`src/rtl/uart_pkg.sv`:
```
// Shared UART definitions: receiver state encoding, parity mode constants,
// and the oversample clock divider calculation used by both RX and TX paths.
package uart_pkg;

    typedef enum logic [2:0] {
        ST_IDLE,
        ST_START,
        ST_DATA,
        ST_PARITY,
        ST_STOP,
        ST_BREAK_WAIT
    } rx_state_t;

    localparam int PARITY_NONE = 0;
    localparam int PARITY_ODD  = 1;
    localparam int PARITY_EVEN = 2;

    // Rounded clk_freq / (baud * os).
    function automatic int calc_div(input int clk_freq, input int baud, input int os);
        return (clk_freq + (baud * os) / 2) / (baud * os);
    endfunction

endpackage

```
`src/rtl/uart_os_tick.sv`:
```
// Oversample tick generator: counts 0..DIV-1 and pulses os_tick_o on DIV-1.
// Held at zero while clear_i is high so the first tick after a start edge
// always lands a fixed number of clocks later.
// Ports:
//   clk, rst_n  clock, async active-low reset
//   clear_i     synchronous counter clear (also masks the tick)
//   os_tick_o   one-cycle pulse per oversample period
module uart_os_tick #(
    parameter int DIV = 1
) (
    input  logic clk,
    input  logic rst_n,
    input  logic clear_i,
    output logic os_tick_o
);

    localparam int CW = (DIV > 1) ? $clog2(DIV) : 1;
    localparam logic [CW-1:0] LAST = CW'(DIV - 1);

    logic [CW-1:0] cnt_q, cnt_d;

    always_comb begin
        cnt_d = cnt_q;
        if (clear_i || cnt_q == LAST) begin
            cnt_d = '0;
        end else begin
            cnt_d = cnt_q + CW'(1);
        end
    end

    assign os_tick_o = !clear_i && (cnt_q == LAST);

    always_ff @(posedge clk or negedge rst_n) begin
        if (!rst_n) begin
            cnt_q <= '0;
        end else begin
            cnt_q <= cnt_d;
        end
    end

endmodule

```
`src/rtl/uart_rx.sv`:
```
// UART receiver: synchronizes rxd, oversamples each bit with a 3-sample
// majority vote around mid-bit, rebuilds 8-bit LSB-first frames with optional
// parity, and presents bytes on a valid/ready port with per-frame error flags.
// Ports:
//   clk, rst_n     clock, async active-low reset
//   uart_en_i      receiver enable; low forces IDLE and drops any partial frame
//   rxd_i          asynchronous serial input, idle high
//   rx_data_o      received byte, stable while rx_valid_o
//   rx_valid_o     byte available, held until rx_ready_i
//   rx_ready_i     consumer accept
//   frame_err_o    stop bit sampled low (qualified by rx_valid_o)
//   parity_err_o   parity mismatch (qualified by rx_valid_o)
//   overrun_o      one-cycle pulse: finished frame dropped, previous byte unread
//   busy_o         FSM not in IDLE
//
// state         | meaning
// ST_IDLE       | waiting for a falling edge on the synced line
// ST_START      | validating start bit; high majority at mid-bit = glitch
// ST_DATA       | shifting in 8 data bits, LSB first
// ST_PARITY     | sampling parity bit and computing mismatch
// ST_STOP       | sampling stop bit; delivers the frame at mid-bit
// ST_BREAK_WAIT | stop bit was low; wait for line to return high
module uart_rx
    import uart_pkg::*;
#(
    parameter int CLK_FREQ   = 50_000_000,
    parameter int BAUD_RATE  = 115200,
    parameter int OVERSAMPLE = 16,
    parameter int PARITY     = PARITY_NONE
) (
    input  logic       clk,
    input  logic       rst_n,
    input  logic       uart_en_i,
    input  logic       rxd_i,
    output logic [7:0] rx_data_o,
    output logic       rx_valid_o,
    input  logic       rx_ready_i,
    output logic       frame_err_o,
    output logic       parity_err_o,
    output logic       overrun_o,
    output logic       busy_o
);

    localparam int DIV = calc_div(CLK_FREQ, BAUD_RATE, OVERSAMPLE);
    localparam int SW  = $clog2(OVERSAMPLE);
    localparam logic [SW-1:0] SUB_MM1  = SW'(OVERSAMPLE / 2 - 1);
    localparam logic [SW-1:0] SUB_M    = SW'(OVERSAMPLE / 2);
    localparam logic [SW-1:0] SUB_MP1  = SW'(OVERSAMPLE / 2 + 1);
    localparam logic [SW-1:0] SUB_LAST = SW'(OVERSAMPLE - 1);

    if (DIV < 1) begin : g_div_chk
        $error("uart_rx: CLK_FREQ too low for BAUD_RATE*OVERSAMPLE");
    end
    if (OVERSAMPLE < 8 || (OVERSAMPLE % 2) != 0) begin : g_os_chk
        $error("uart_rx: OVERSAMPLE must be even and >= 8");
    end

    logic            rxd_meta_q, rxs_q, rxs_prev_q;
    rx_state_t       state_q, state_d;
    logic [SW-1:0]   sub_q, sub_d;
    logic [2:0]      bit_q, bit_d;
    logic [7:0]      shift_q, shift_d;
    logic [1:0]      samp_q, samp_d;
    logic            par_bad_q, par_bad_d;
    logic [7:0]      rx_data_q, rx_data_d;
    logic            rx_valid_q, rx_valid_d;
    logic            frame_err_q, frame_err_d;
    logic            parity_err_q, parity_err_d;
    logic            overrun_q, overrun_d;

    logic            os_tick, maj, at_mid, bit_end, frame_done;

    uart_os_tick #(
        .DIV (DIV)
    ) u_os_tick (
        .clk       (clk),
        .rst_n     (rst_n),
        .clear_i   (state_q == ST_IDLE),
        .os_tick_o (os_tick)
    );

    // Majority of the two stored samples and the live sample at sub-tick M+1.
    assign maj     = (samp_q[0] & samp_q[1]) | (samp_q[0] & rxs_q) | (samp_q[1] & rxs_q);
    assign at_mid  = os_tick && (sub_q == SUB_MP1);
    assign bit_end = os_tick && (sub_q == SUB_LAST);

    always_comb begin
        state_d      = state_q;
        sub_d        = sub_q;
        bit_d        = bit_q;
        shift_d      = shift_q;
        samp_d       = samp_q;
        par_bad_d    = par_bad_q;
        rx_data_d    = rx_data_q;
        rx_valid_d   = rx_valid_q;
        frame_err_d  = frame_err_q;
        parity_err_d = parity_err_q;
        overrun_d    = 1'b0;
        frame_done   = 1'b0;

        if (state_q == ST_IDLE) begin
            sub_d = '0;
        end else if (os_tick) begin
            sub_d = (sub_q == SUB_LAST) ? '0 : sub_q + SW'(1);
        end

        if (os_tick && sub_q == SUB_MM1) samp_d[0] = rxs_q;
        if (os_tick && sub_q == SUB_M)   samp_d[1] = rxs_q;

        if (rx_valid_q && rx_ready_i) rx_valid_d = 1'b0;

        unique case (state_q)
            ST_IDLE: begin
                bit_d     = '0;
                par_bad_d = 1'b0;
                if (uart_en_i && rxs_prev_q && !rxs_q) state_d = ST_START;
            end
            ST_START: begin
                if (at_mid && maj) begin
                    state_d = ST_IDLE;
                end else if (bit_end) begin
                    state_d = ST_DATA;
                end
            end
            ST_DATA: begin
                if (at_mid) shift_d = {maj, shift_q[7:1]};
                if (bit_end) begin
                    if (bit_q == 3'd7) begin
                        state_d = (PARITY != PARITY_NONE) ? ST_PARITY : ST_STOP;
                    end else begin
                        bit_d = bit_q + 3'd1;
                    end
                end
            end
            ST_PARITY: begin
                if (at_mid) par_bad_d = ((^shift_q) ^ maj) != (PARITY == PARITY_ODD);
                if (bit_end) state_d = ST_STOP;
            end
            ST_STOP: begin
                // Finish at mid stop bit so a back-to-back start edge is not missed.
                if (at_mid) begin
                    frame_done = uart_en_i;
                    state_d    = maj ? ST_IDLE : ST_BREAK_WAIT;
                end
            end
            ST_BREAK_WAIT: begin
                if (rxs_q) state_d = ST_IDLE;
            end
            default: state_d = ST_IDLE;
        endcase

        if (frame_done) begin
            if (!rx_valid_q || rx_ready_i) begin
                rx_data_d    = shift_q;
                frame_err_d  = !maj;
                parity_err_d = par_bad_q;
                rx_valid_d   = 1'b1;
            end else begin
                overrun_d = 1'b1;
            end
        end

        if (!uart_en_i) state_d = ST_IDLE;
    end

    always_ff @(posedge clk or negedge rst_n) begin
        if (!rst_n) begin
            rxd_meta_q   <= 1'b1;
            rxs_q        <= 1'b1;
            rxs_prev_q   <= 1'b1;
            state_q      <= ST_IDLE;
            sub_q        <= '0;
            bit_q        <= '0;
            shift_q      <= '0;
            samp_q       <= '0;
            par_bad_q    <= 1'b0;
            rx_data_q    <= '0;
            rx_valid_q   <= 1'b0;
            frame_err_q  <= 1'b0;
            parity_err_q <= 1'b0;
            overrun_q    <= 1'b0;
        end else begin
            rxd_meta_q   <= rxd_i;
            rxs_q        <= rxd_meta_q;
            rxs_prev_q   <= rxs_q;
            state_q      <= state_d;
            sub_q        <= sub_d;
            bit_q        <= bit_d;
            shift_q      <= shift_d;
            samp_q       <= samp_d;
            par_bad_q    <= par_bad_d;
            rx_data_q    <= rx_data_d;
            rx_valid_q   <= rx_valid_d;
            frame_err_q  <= frame_err_d;
            parity_err_q <= parity_err_d;
            overrun_q    <= overrun_d;
        end
    end

    assign rx_data_o    = rx_data_q;
    assign rx_valid_o   = rx_valid_q;
    assign frame_err_o  = frame_err_q;
    assign parity_err_o = parity_err_q;
    assign overrun_o    = overrun_q;
    assign busy_o       = (state_q != ST_IDLE);

endmodule

```
`config.mk`:
```
export PLATFORM = sky130hd
export DESIGN_NAME = uart_rx
export DESIGN_NICKNAME = d
export VERILOG_FILES = /design/src/rtl/uart_pkg.sv /design/src/rtl/uart_os_tick.sv /design/src/rtl/uart_rx.sv
export SDC_FILE = /design/constraint.sdc
export NUM_CORES = 1
export LEC_CHECK = 0
export ABC_CLOCK_PERIOD_IN_PS = 3700
export BUFFER_PORTS_ARGS = -buffer_cell sky130_fd_sc_hd__buf_2
export CORE_ASPECT_RATIO = 0.6
export CORE_UTILIZATION = 40
export DETAILED_ROUTE_END_ITERATION = 7
export SLEW_MARGIN = 10
export SYNTH_ARGS = -nofsm -noshare
export SYNTH_HDL_FRONTEND = slang
export SYNTH_SLANG_ARGS = --single-unit
```
`constraint.sdc`:
```
create_clock -name clk -period 3.7 [get_ports clk]
set_clock_uncertainty 0.2 [all_clocks]
set_input_delay 0.555 -clock clk [delete_from_list [all_inputs] [get_ports clk]]
set_output_delay 0.555 -clock clk [all_outputs]
set_load 0.05 [all_outputs]
```
### Word-level counts from Yosys, hierarchy flattened

Cells that the tools add are included.

* flip-flop bits (word level): 41
* latch bits: 0
* RAM bits: 0
* bits in read-only memories: 0
* bits of input ports: 5
* output and inout bits: 13
* logic and storage cells: 99
* memories kept: 0

* add/sub/neg operators: 3
* $mul: 0
* div/mod/pow operators: 0
* order comparisons: 0
* eq/ne operators: 21
* shift operators: 0
* mux-type cells: 27
* bitwise logic cells: 6
* reduce and logical (&&, ||, !) cells: 26

Operator list (number)
* 3-bit 2-to-1 mux: 12
* 3-bit inequality test (second input constant): 6
* 3-bit one-hot mux with 6 select lines: 1
* 4-bit == test (second input constant): 3
* 4-bit 2-to-1 mux: 3
* 3-bit == test (second input constant): 3
* 1-bit logical AND: 9
* 1-bit 2-to-1 mux: 8
* 8-bit parity: 1
* 7-bit AND reduction: 1
* 3-bit by 2-bit == test with 1-bit output (second input constant): 2
* 2-bit inequality test (second input constant): 3
* 3-bit one-hot mux with 2 select lines: 1
* 2-bit AND reduction: 3
* 2-bit nonzero test: 3
* 5-bit by 1-bit adder with 5-bit output (second input constant): 1
* 5-bit == test (second input constant): 1
* 5-bit 2-to-1 mux: 1
* 4-bit by 1-bit adder with 4-bit output (second input constant): 1
* 4-bit by 3-bit == test with 1-bit output (second input constant): 1
* 1-bit logical NOT: 4
* 4-bit inequality test (second input constant): 1
* 3-bit by 1-bit adder with 3-bit output (second input constant): 1
* 1-bit bitwise AND: 3
* 8 further kinds: 10

### Logic depth before layout (Yosys ltp)

* depth in word-level cells: 8
* gate-level depth with buffers: 8
* gate-level depth less buffers: 6

### Hierarchy

Synthesis repeated with hierarchy kept, for this count alone.

* cell total of the unflattened synthesis: 163
* area total of the unflattened synthesis: 2050.7 sq um

Modules (own cells, without submodules)
* uart_rx: times used 1, cells each 140, area each 1775.5 sq um, seq. area each 904.6 sq um
* uart_os_tick: times used 1, cells each 23, area each 275.3 sq um, seq. area each 125.1 sq um

### Worst setup path before layout

Ideal clock, no wire load.

* path kind: register to register
* start: register sub_q[1]
* end: register parity_err_q (netlist: parity_err_o)
* data arrival time: 1638 ps
* required time: 3375 ps
* slack: 1737 ps
* cell stages (with the launch flop): 9
* clock period less this slack: 1963 ps
* path through: dfrtp_1 -> inv_1 -> ha_1 -> and3b_1 -> buf_2 -> nand3_2 -> nor3b_2 -> buf_6 -> mux2_4

* word-level cells in the longest chain between the ends: 5

Ends and longest elaborated chain
* start: declaration: RTL line uart_rx.sv:60 `logic [SW-1:0] sub_q, sub_d;`
* start signal: assignment: RTL line uart_rx.sv:187 `sub_q <= sub_d;`
* 4-bit == test: RTL line uart_rx.sv:84 `assign at_mid = os_tick && (sub_q == SUB_MP1);`
* 1-bit logical AND: RTL line uart_rx.sv:84
* 1-bit 2-to-1 mux: RTL line uart_rx.sv:141 `if (at_mid) begin`
* 1-bit 2-to-1 mux: RTL line uart_rx.sv:112 `unique case (state_q)`
* 2-bit AND reduction (no line)
* end signal: assignment: RTL line uart_rx.sv:195 `parity_err_q <= parity_err_d;`
* end: declaration: RTL line uart_rx.sv:68 `logic parity_err_q, parity_err_d;`

No other way between the ends.
A chain may end at the register's enable or synchronous reset.

### Worst setup path after layout

* start: register state_q[1]
* end: output busy_o

* word-level cells in the longest chain between the ends: 1

Ends and longest elaborated chain
* start: declaration: RTL line uart_rx.sv:59 `rx_state_t state_q, state_d;`
* start signal: assignment: RTL line uart_rx.sv:186 `state_q <= state_d;`
* 3-bit nonzero test: RTL line uart_rx.sv:205 `assign busy_o = (state_q != ST_IDLE);`
* end: declaration: RTL line uart_rx.sv:41 `output logic busy_o`

No other way between the ends.

==> reports/metrics.csv <==
stage;metric;value;unit
status;outcome;finished, final reports clean;
pwr;combinational power share;23.4;%
pwr;Leak Pwr;1.082;nW
placed_design;HPWL reported at the end of detailed placement;2.858;mm
setup_path;arrival time of the worst setup path;1.57;ns
clock_network;Post-CTS Setup Bufs;0;
clock_network;post-CTS sizing;0;
pwr;Net Sw Frac;33.54;%
synthesis;ys flop type;dfrtp_1;
setup_path;reg2reg path depth;7;
global_route;first-pass GRT wire length;6.589;mm
clock_network;Clk pin slew, worst setup/hold paths;0.07;ns
route;Via density;5.428;
die;die width;94.52;µm
timing;Final Hold Fails;0;
global_route;Total Routing Usage GR;16.31;%
die;I/O pin count;18;
synthesis;largest area contributor in the netlist;dfrtp_1;
worst_hold_path;hold depth;0;
global_route;largest net degree at the start of global routing;42;
timing;final setup violation count;0;
finish;n_diodes;0;
setup_path;crit path cell chain;nor3_4, inv_4, buf_2;
timing;ratio of final minimum period to clock period;62.93;%
setup_path;slowest CP cell;dfrtp_1;
pwr;clock power share;30.1;%
setup_path;Crit path largest cell delay;0.53;ns
global_route;vias in the first global route;1346;
clock_network;CTS root buf;clkbuf_8;
placed_design;PortBufs;17;
finish;fin cells;250;
finish;Synth-to-Final Area Change;11.45;%
pwr;worst vdd rail ir drop;0.0002156;V
clock_network;CTS Sinks;41;
die;Initial Utilization;43.21;%
timing;min Tclk post-route;2.328;ns
synthesis;Ys Warns;0;
timing;Rel. slew slack;40.38;%
timing;RSZ-0062 raised after global routing;false;
finish;nets@finish;198;
setup_path;Largest delay share family, worst path;flip-flops;
setup_path;Critical Path RT;2.94;ns
synthesis;sequential fraction of the synthesis area;50.12;%
synthesis;Mapped Cells;166;
pwr;Internal;0.7748;mW
synthesis;post-synth top area share;46.29;%
setup_path;crit path buf inv count;2;
die;Die Y;57.52;µm
pwr;Seq pwr share;46.5;%
placed_design;gpl congestion;0.7808;
timing;worst slew pin tran;0.8943;ns
synthesis;most frequent cell after synthesis;dfrtp_1;
die;core outline area;0.004755;mm²
synthesis;Yosys reg bits;41;
route;initial drt markers;73;
worst_hold_path;hold path startpoint;rxd_meta_q$_DFF_PN1_;
clock_network;hold_buf cts;0;
setup_path;critical path class;flop to output port;
setup_path;Reg-to-Reg Start;u_os_tick.cnt_q[0]$_DFF_PN0_;
route;final WL;3.876;mm
timing;Post-Route Setup TNS;0;ns
route;TritonRoute pass-1 iters;4;
synthesis;Post-synth EDFFs;0;
setup_path;Crit. path cell count;3;
synthesis;Syn Nets;178;
synthesis;syn avg cell area;12.38;µm²
synthesis;Synth top cells by count;dfrtp_1 (38), inv_1 (9), mux2_2 (9), mux2_4 (9), nor2_1 (9);
clock_network;cts bufs inserted;5;
placed_design;Inst Count DP;242;
die;row count;19;
synthesis;Synth cell types;47;
route;DR vias;1357;
worst_hold_path;worst min path class;flop to flop;
timing;count of final max-slew check failures;0;
synthesis;ranking of synthesized cells by area;dfrtp_1 (46%), mux2_4 (6.6%), mux2_2 (4.9%);
route;Final ANT Viol Nets;0;
clock_network;worst skew pair latency;0.29;ns
finish;layout cells sized above 1;29.95;%
setup_path;crit path launch type;flop;
clock_network;TritonCTS clock tree;yes;
synthesis;async set-reset flop share out of synthesis;100.0;%
route;DRC;0;
setup_path;Setup crit end kind;output port;
clock_network;CTS H-tree lvls;2;
job;MaxCap Viol Count;0;
timing;hold slack;0.1568;ns
route;WL/cell;15.50;µm
pwr;NetSw;0.3909;mW
setup_path;worst-path fanout max;12;
global_route;initial antenna violation count;0;
clock_network;Longest Clk Path Bufs;2;
global_route;Overflow after GRT;0;
setup_path;crit path launch;state_q[1]$_DFFE_PN0P_;
timing;Fmax achieved;429.5;MHz
pwr;pwr/cell area;509.1;mW/mm²
die;die area;0.005436;mm²
synthesis;synthesized area;0.002054;mm²
area by class of cell:
type                       count  area, µm²
timing repair buffer          18      92.59
clock buffer                   6      72.57
clock inverter                 2      35.03
inverter                      10      40.04
fill                         435       2465
multi-input combinational    110      940.9
tap                           63      78.83
sequential                    41       1030
stage by stage:
stage               cell area (µm²)  setup slack, ns  util [%]  power [mW]
floorplan                      2054            1.737         -      0.7585
global placement               2182            1.523     45.89      0.8091
detailed placement             2182            1.417     45.89      0.8240
CTS                            2290            1.348     48.16       1.180
global route                   2290            1.261     48.16       1.229
finish                         2290            1.372     48.16       1.166
metal layers:
layer	GRT usage, %	share of wire (%)
met2	24.33	44
met4	5.844	1.2
met5	0	0
met3	4.267	6.2
met1	23.06	49
power by group through the flow:
stage | clock network, mW | logic [mW] | registers, mW
3_3_place_gp | 0 | 0.263 | 0.546
6_report | 0.350 | 0.273 | 0.543
4_1_cts | 0.364 | 0.273 | 0.542
5_1_grt | 0.380 | 0.299 | 0.550
2_1_floorplan | 0 | 0.241 | 0.517
3_5_place_dp | 0 | 0.273 | 0.551
layout by cell type (no fill, tap or decap), drive strengths merged, types with 2 or more instances in the layout:
cell type / synthesis / final
a21oi: 4 / 4
a31oi: 4 / 4
buf: 4 / 18
clkbuf: 1 / 6
dfrtp: 38 / 38
dfstp: 3 / 3
ha: 7 / 7
inv: 10 / 10
mux2: 20 / 20
nand2: 6 / 6
nand2b: 2 / 2
nand3: 7 / 7
nand4: 4 / 4
nand4b: 3 / 3
nand4bb: 2 / 2
nor2: 9 / 9
nor3: 4 / 4
nor3b: 3 / 3
o21ai: 7 / 7
o22ai: 2 / 2
o31ai: 2 / 2
xnor2: 8 / 8
xor2: 2 / 2
worst paths after layout:
path                                            end  slack [ns]
hold / removal                      rxs_q$_DFF_PN1_        0.16
min in group asynchronous    shift_q[3]$_DFFE_PN0P_        0.19
setup reg to reg           rx_data_o[7]$_DFFE_PN0P_        1.39
setup / recovery                             busy_o        1.37
max in group asynchronous      bit_q[1]$_DFFE_PN0P_        2.56
hold reg to reg                     rxs_q$_DFF_PN1_        0.16
state kept, by name, indices dropped and copies added (netlist names):
register	cells
parity_err_o	1
rx_data_o	8
shift_q	8
samp_q	2
par_bad_q	1
bit_q	3
state_q	3
u_os_tick.cnt_q	5
sub_q	4
rxd_meta_q	1
rxs_prev_q	1
rx_valid_o	1
rxs_q	1
frame_err_o	1
overrun_o	1
kinds of logic after synthesis:
| family | count (synthesis) | share of synthesized area, % |
|---|---|---|
| fa+ha+maj | 8 | 4.750 |
| flops | 41 | 50.12 |
| buf+inv | 15 | 4.080 |
| simple gates | 45 | 13.95 |
| compound gates | 25 | 8.647 |
| xor+xnor | 11 | 5.360 |
| mux | 21 | 13.09 |
Power figures use the tool's default switching activity.
